--- src/rtl/arm_mem_pkg.sv ---
// Shared types and helpers for the MEM-stage memory controller:
// FSM state encoding, default address map and byte-to-word translation.
package arm_mem_pkg;

    typedef enum logic [1:0] {
        IDLE,
        ACCESS,
        DONE
    } mem_state_t;

    localparam int DEFAULT_BASE_ADDR  = 1024;
    localparam int DEFAULT_BYTE_SHIFT = 2;

    typedef struct packed {
        logic        in_range;
        logic [63:0] word_idx;
    } addr_map_t;

    // Word index relative to the base, plus whether it lands inside a 2**aw-word SRAM.
    function automatic addr_map_t map_addr(
        input logic [63:0] addr,
        input logic [63:0] base,
        input int          shift,
        input int          aw
    );
        addr_map_t   m;
        logic [63:0] off;
        off        = addr - base;
        m.word_idx = off >> shift;
        m.in_range = (addr >= base) && (m.word_idx < (64'd1 << aw));
        return m;
    endfunction

endpackage

--- src/rtl/mem_wait_counter.sv ---
// Loadable down-counter that stops at zero; times the SRAM wait states.
module mem_wait_counter #(
    parameter int WIDTH = 3
) (
    input  logic             clk,
    input  logic             rst_n,
    input  logic             i_load,
    input  logic [WIDTH-1:0] i_load_val,
    input  logic             i_dec,
    output logic             o_zero
);

    logic [WIDTH-1:0] r_count;

    always_ff @(posedge clk or negedge rst_n) begin
        if (!rst_n) begin
            r_count <= '0;
        end else if (i_load) begin
            r_count <= i_load_val;
        end else if (i_dec && (r_count != '0)) begin
            r_count <= r_count - 1'b1;
        end
    end

    assign o_zero = (r_count == '0);

endmodule

--- src/rtl/mem_wait_ctrl.sv ---
// MEM-stage controller: drives a word-addressed SRAM with fixed wait states and
// holds o_ready low while an access is in flight so the pipeline freezes.
module mem_wait_ctrl
    import arm_mem_pkg::*;
#(
    parameter int DATA_W      = 32,
    parameter int ADDR_W      = 32,
    parameter int SRAM_AW     = 18,
    parameter int WAIT_CYCLES = 5,
    parameter int BASE_ADDR   = DEFAULT_BASE_ADDR,
    parameter int BYTE_SHIFT  = DEFAULT_BYTE_SHIFT
) (
    input  logic               clk,
    input  logic               rst_n,
    input  logic               i_mem_r_en,
    input  logic               i_mem_w_en,
    input  logic [ADDR_W-1:0]  i_address,
    input  logic [DATA_W-1:0]  i_wr_data,
    output logic [DATA_W-1:0]  o_rd_data,
    output logic               o_ready,
    output logic               o_addr_err,
    output logic [SRAM_AW-1:0] o_sram_addr,
    output logic [DATA_W-1:0]  o_sram_wdata,
    input  logic [DATA_W-1:0]  i_sram_rdata,
    output logic               o_sram_we_n,
    output logic               o_sram_oe_n
);

    localparam int             CNT_W    = $clog2(WAIT_CYCLES + 1);
    localparam logic [CNT_W-1:0] LOAD_VAL = CNT_W'(WAIT_CYCLES - 1);

    mem_state_t         r_state;
    mem_state_t         w_next_state;
    logic               w_req;
    logic               w_store;
    logic               w_start;
    logic               w_finish;
    logic               w_cnt_zero;
    logic               w_ready;
    addr_map_t          w_map;
    logic               w_unused_map_bits;

    logic               r_is_store;
    logic               r_in_range;
    logic [SRAM_AW-1:0] r_sram_addr;
    logic [DATA_W-1:0]  r_sram_wdata;
    logic               r_we_n;
    logic               r_oe_n;
    logic [DATA_W-1:0]  r_rd_data;
    logic               r_addr_err;

    // A simultaneous load and store is treated as a store.
    assign w_req    = i_mem_r_en | i_mem_w_en;
    assign w_store  = i_mem_w_en;
    assign w_map    = map_addr(64'(i_address), 64'(BASE_ADDR), BYTE_SHIFT, SRAM_AW);
    assign w_unused_map_bits = ^w_map.word_idx[63:SRAM_AW];
    assign w_start  = (r_state == IDLE) && w_req;
    assign w_finish = (r_state == ACCESS) && w_cnt_zero;

    mem_wait_counter #(
        .WIDTH(CNT_W)
    ) u_wait_counter (
        .clk       (clk),
        .rst_n     (rst_n),
        .i_load    (w_start),
        .i_load_val(LOAD_VAL),
        .i_dec     (r_state == ACCESS),
        .o_zero    (w_cnt_zero)
    );

    always_ff @(posedge clk or negedge rst_n) begin
        if (!rst_n) begin
            r_state <= IDLE;
        end else begin
            r_state <= w_next_state;
        end
    end

    // o_ready is combinational in IDLE so the freeze asserts in the request cycle.
    always_comb begin
        w_next_state = r_state;
        w_ready      = 1'b1;
        case (r_state)
            IDLE: begin
                w_ready = ~w_req;
                if (w_req) begin
                    w_next_state = ACCESS;
                end
            end
            ACCESS: begin
                w_ready = 1'b0;
                if (w_cnt_zero) begin
                    w_next_state = DONE;
                end
            end
            DONE: begin
                w_ready      = 1'b1;
                w_next_state = IDLE;
            end
            default: begin
                w_next_state = IDLE;
            end
        endcase
    end

    // Operands are latched once per access; out-of-range accesses keep both strobes high.
    always_ff @(posedge clk or negedge rst_n) begin
        if (!rst_n) begin
            r_is_store   <= 1'b0;
            r_in_range   <= 1'b0;
            r_sram_addr  <= '0;
            r_sram_wdata <= '0;
            r_we_n       <= 1'b1;
            r_oe_n       <= 1'b1;
            r_rd_data    <= '0;
            r_addr_err   <= 1'b0;
        end else if (w_start) begin
            r_is_store   <= w_store;
            r_in_range   <= w_map.in_range;
            r_sram_addr  <= w_map.word_idx[SRAM_AW-1:0];
            r_sram_wdata <= i_wr_data;
            r_we_n       <= ~(w_store & w_map.in_range);
            r_oe_n       <= ~(~w_store & w_map.in_range);
            if (!w_map.in_range) begin
                r_addr_err <= 1'b1;
            end
        end else if (w_finish) begin
            r_we_n <= 1'b1;
            r_oe_n <= 1'b1;
            if (!r_is_store) begin
                r_rd_data <= r_in_range ? i_sram_rdata : '0;
            end
        end
    end

    assign o_ready      = w_ready;
    assign o_rd_data    = r_rd_data;
    assign o_addr_err   = r_addr_err;
    assign o_sram_addr  = r_sram_addr;
    assign o_sram_wdata = r_sram_wdata;
    assign o_sram_we_n  = r_we_n;
    assign o_sram_oe_n  = r_oe_n;

endmodule

--- config.mk ---
export PLATFORM = sky130hd
export DESIGN_NAME = mem_wait_ctrl
export DESIGN_NICKNAME = d
export VERILOG_FILES = /design/src/rtl/arm_mem_pkg.sv /design/src/rtl/mem_wait_counter.sv /design/src/rtl/mem_wait_ctrl.sv
export SDC_FILE = /design/constraint.sdc
export NUM_CORES = 1
export LEC_CHECK = 0
export CORE_UTILIZATION = 35
export CTS_CLUSTER_DIAMETER = 40
export DETAILED_ROUTE_END_ITERATION = 8
export HOLD_SLACK_MARGIN = 0.03
export PLACE_DENSITY = 0.77
export RECOVER_POWER = 50
export SYNTH_ARGS = -nofsm -noshare
export SYNTH_HDL_FRONTEND = slang
export SYNTH_SLANG_ARGS = --single-unit
export TNS_END_PERCENT = 30
--- constraint.sdc ---
create_clock -name clk -period 5.2 [get_ports clk]
set_input_delay 1.04 -clock clk [delete_from_list [all_inputs] [get_ports clk]]
set_output_delay 1.04 -clock clk [all_outputs]
set_load 0.02 [all_outputs]
### Yosys cells after proc, flatten, opt, wreduce, memory -nomap -nowiden

Index checks and enable logic that the tools add are counted.

* bits in registers: 92
* input bits: 100

* add/subtract/negate cells: 2
* $lt $le $gt $ge: 2
* equal/unequal tests: 3
* mux-type cells: 10
* bitwise logic cells: 10
* reduce and logical (&&, ||, !) cells: 12

Operators by type and width (number)
* 62-bit by 19-bit < comparator with 1-bit output, second input constant: 1
* 32-bit by 11-bit subtractor with 33-bit output, second input constant: 1
* 32-bit by 11-bit >= comparator with 1-bit output, second input constant: 1
* 32-bit two-way mux: 1
* 1-bit inverter: 7
* 3-bit two-way mux: 2
* 1-bit logical AND: 4
* 2-bit two-way mux: 2
* 2-bit != test, second input constant: 2
* 2-bit case mux with 2 select lines: 1
* 2-bit AND reduction: 2
* 2-bit nonzero test: 2
* 3-bit logical NOT: 1
* 1-bit two-way mux: 3
* 3-bit AND reduction: 1
* 3-bit nonzero test: 1
* 3-bit by 1-bit subtractor with 3-bit output, second input constant: 1
* 1-bit bitwise AND: 2
* 2-bit by 1-bit == test with 1-bit output, second input constant: 1
* 2-bit logical NOT: 1
* 1-bit case mux with 2 select lines: 1
* 1-bit bitwise OR: 1

### Depth between registers and ports, before layout

* depth after elaboration: 6
* gate-level depth with buffers: 9
* gate-level depth less buffers: 7

### By module

A second synthesis with hierarchy kept.

* cells, all modules: 428
* area, all modules: 3829.9 um2

Modules (own cells, without submodules)
* mem_wait_ctrl: instances 1, cells an instance 409, area an instance 3639.7 um2, sequential area each 2229.6 um2
* mem_wait_counter: instances 1, cells an instance 19, area an instance 190.2 um2, sequential area each 75.1 um2

### Worst setup path before layout

OpenSTA, ideal clock, no wires.

* path kind: input -> register
* start point: input port i_address[16]
* end point: register r_addr_err, in the netlist o_addr_err
* arrival: 2498 ps
* data required time: 5051 ps
* slack: 2553 ps
* cell stages on the path: 5
* cells stage by stage: or4_4 -> or3_4 -> o21a_4 -> nor4_1 -> a21oi_1

* cells in the longest elaborated chain, start to end: 5

RTL lines
* start, declared: line mem_wait_ctrl.sv:17 `input logic [ADDR_W-1:0] i_address,`
* 32-bit by 11-bit subtractor with 33-bit output: line arm_mem_pkg.sv:28 `off = addr - base;`
* 62-bit by 19-bit < comparator with 1-bit output: line arm_mem_pkg.sv:30 `m.in_range = (addr >= base) && (m.word_idx < (64'd1 << aw));`
* 1-bit logical AND *: line arm_mem_pkg.sv:30
* 1-bit inverter (no source line) *
* 2-bit AND reduction (no source line) *
* end signal, assigned: line mem_wait_ctrl.sv:116 `r_addr_err <= 1'b0;`
* end signal, assigned: line mem_wait_ctrl.sv:125 `r_addr_err <= 1'b1;`
* end, declared: line mem_wait_ctrl.sv:50 `logic r_addr_err;`

Every way passes the cells marked *; elsewhere a longest branch is shown, timed or not.
A chain may end at the register's enable or synchronous reset.

### Worst setup path in the final report

* start point: input port i_mem_w_en
* end point: register r_we_n, in the netlist o_sram_we_n

* cells in the longest elaborated chain, start to end: 3

RTL lines
* start, declared: line mem_wait_ctrl.sv:16 `input logic i_mem_w_en,`
* 1-bit bitwise OR / 1-bit bitwise AND (equally long branches): line mem_wait_ctrl.sv:53, mem_wait_ctrl.sv:122
* 1-bit logical AND / 1-bit inverter (equally long branches): line mem_wait_ctrl.sv:57, mem_wait_ctrl.sv:122
* 1-bit two-way mux / 2-bit nonzero test (equally long branches)
* end signal, assigned: line mem_wait_ctrl.sv:122 `r_we_n <= ~(w_store & w_map.in_range);`
* end, declared: line mem_wait_ctrl.sv:47 `logic r_we_n;`

Parallel ways exist; a longest one is shown, timed or not.

==> flow_summary.json <==
{
  "status": "complete, but fails checks",
  "violations": "capacitance limit, slew limit",
  "critical_path.cell_chain": "dlygate4sd3_1, nor2_1, nor3_2, clkbuf_1, nand2_1, nor4_1, a21oi_1",
  "numPortBuffers": 183,
  "yosys_warnings": 0,
  "nets": 717,
  "slowest_delay_ns": 1.58,
  "die_w_um": 108,
  "ys_ff_latch": 92,
  "drcViolationCount": 0,
  "skew_ns": 0.0101,
  "rsz0062_at_grt": "false",
  "powerDensity_mw_per_mm2": 546,
  "cts_setup_buffers": 0,
  "finalCritPeriodShare_pct": 75.1,
  "synth_area_mm2": 0.00390,
  "routed_wl_um": 10100,
  "drive_above_1_share_pct": 3.88,
  "hold_buffers": 0,
  "cts_root_buffer": "clkbuf_8",
  "timing.critical_path.slowest_stage_cell": "clkbuf_1",
  "finalWeightedCongestion": 0.793,
  "clock_latency_ns": 0.35,
  "synth-main-ff-cell": "dfrtp_1",
  "cp-end-kind": "register",
  "drt_iter0_drc": 213,
  "die_area_mm2": 0.0116,
  "final_core_util_pct": 55.7,
  "max_freq_ghz": 0.256,
  "core_area_mm2": 0.0108,
  "boundaryPins": 186,
  "min_period_ns": 3.91,
  "firstDrtPassIters": 4,
  "clock-sinks": 92,
  "worst_ep_arrival_time_ns": 4.16,
  "crit_fanout": 50,
  "vias": 3610,
  "numCtsBuffers": 9,
  "n_antenna_cell": 0,
  "grt_pass1_vias": 3592,
  "setup_violations": 0,
  "avgRoutedWirePerCell_um": 13.3,
  "vdd_drop_max_mv": 0.266,
  "hpwl_um": 7340,
  "cts.path.max_buffers": 2,
  "p_leak_nw": 2.68,
  "viasPerCell": 4.76,
  "cp_top_family": "buffers and inverters",
  "worstPathRequired_ns": 5.45,
  "grt_usage_pct": 18.0,
  "tightest_slew_ns": 2.24,
  "synth_top_area_cell": "dfrtp_1",
  "hold_path_class": "reg -> reg",
  "slew_violations": 144,
  "synth_area_leaders": "dfrtp_1 58%, nand2_1 19%, o21ai_0 5.4%, clkbuf_1 2.1%, xnor2_1 1.8%",
  "synth_edf_count": 0,
  "critPathLaunchType": "primary input",
  "synth-seq-area-share_pct": 59.0,
  "synth_nets": 545,
  "ant_nets": 0,
  "path_class": "in -> reg",
  "syn2layout_area_growth_pct": 54.6,
  "synth_commonest_cells": "199 x nand2_1, 90 x dfrtp_1, 42 x o21ai_0",
  "yosys.area.top_type_share_pct": 57.7,
  "slew_headroom_pct": -49.1,
  "row_count": 38,
  "netlist_instances": 442,
  "cap_violations": 2,
  "synth_cell_type_count": 35,
  "antenna_found_initial": 0,
  "die_h_um": 108,
  "async_reset_ff_share_pct": 100,
  "fin_tns_setup_ns": 0,
  "cts_tree": "done",
  "grt_max_degree": 93,
  "avgSynthCellArea_um2": 8.83,
  "cts_max_level": 3,
  "path_clk_slew_ns": 0.08,
  "critPathBufInv": 2,
  "hold_viol": 0,
  "grt_pass1_wl_um": 16500,
  "synth_most_common_cell": "nand2_1",
  "overflow": 0,
  "initial_utilization_pct": 36.0,
  "cts_resized": 0
}
## cell usage in the layout, fill, tap and decap left out, types with 2 or more instances in the layout
cell	count
nand2_1	199
clkdlybuf4s50_1	142
dfrtp_1	90
o21ai_0	42
dlygate4sd3_1	40
nor2_1	15
nor3_1	12
clkbuf_8	9
xnor2_1	8
nand2b_1	6
nor4_1	6
clkbuf_1	6
inv_1	5
a21oi_1	4
ha_1	3
nor3_2	2
or3_2	2
nor3b_1	2
nand4_1	2
nor4b_1	2
a31oi_1	2
bufinv_16	2
dfstp_2	2
## logic make-up after synthesis
| family | after synthesis | synth area share, % |
|---|---|---|
| buffers and inverters | 28 | 2.69 |
| adder cells (fa/ha/maj) | 3 | 0.961 |
| AND/OR/NAND/NOR | 256 | 27.6 |
| flip-flops | 92 | 59.0 |
| XOR/XNOR | 9 | 2.02 |
| AO/OA/AOI/OAI | 54 | 7.69 |
## report_power, final
| part | internal, W | total (W) | switching (W) |
|---|---|---|---|
| clock | 0.000273 | 0.000504 | 0.000231 |
| combinational | 0.000700 | 0.00159 | 0.000895 |
| sequential | 0.00104 | 0.00120 | 0.000162 |
| total | 0.00201 | 0.00330 | 0.00129 |
## layout make-up
type	count	area (µm²)
clock buffers	14	143
clock inverters	2	60.1
fillers	992	4800
inverters	5	18.8
multi-input cells	322	1500
flip-flops and latches	92	2300
well taps	140	175
repair buffers	184	1830
## per-layer routing
| layer | global-route usage (%) | wire (µm) |
|---|---|---|
| met1 | 21.6 | 4230 |
| met2 | 31.1 | 4940 |
| met3 | 4.84 | 725 |
| met4 | 6.36 | 190 |
| met5 | 0 | 0 |
## path summary, 6_finish.rpt
path	start	end	slack, ns	depth (start not counted)
setup / recovery	i_mem_w_en	o_sram_we_n	1.29	7
hold / removal	r_is_store	r_is_store	0.47	2
setup reg to reg	r_state[0]	o_sram_we_n	2.19	5
hold reg to reg	r_is_store	r_is_store	0.47	2
max in group asynchronous	rst_n	o_sram_addr[6]	2.53	1
min in group asynchronous	rst_n	o_sram_addr[7]	1.33	1
## metrics by stage
step	total power [W]	std cells	cell area (µm²)	worst slack, ns	hold slack (ns)
after detailed placement	0.00288	743	5840	1.70	0.455
after global placement	0.00283	743	5840	1.69	0.449
after CTS	0.00339	759	6040	1.69	0.476
final	0.00330	759	6040	1.29	0.469
after global routing	0.00355	759	6040	0.973	0.506
after floorplan	0.00204	442	3910	2.55	0.437
## state kept, by name, indices dropped and copies added, names as in the netlist
| name | count |
|---|---|
| o_rd_data | 32 |
| o_sram_wdata | 32 |
| o_addr_err | 1 |
| o_sram_oe_n | 1 |
| u_wait_counter.r_count | 3 |
| r_is_store | 1 |
| o_sram_addr | 18 |
| r_in_range | 1 |
| o_sram_we_n | 1 |
| r_state | 2 |
## worst min-delay path, cell delays in order, from the launching register on
cell	delay, ns
dfrtp_1	0.34
nand2_1	0.05
nand2_1	0.05
Power figures use the tool's default switching activity.
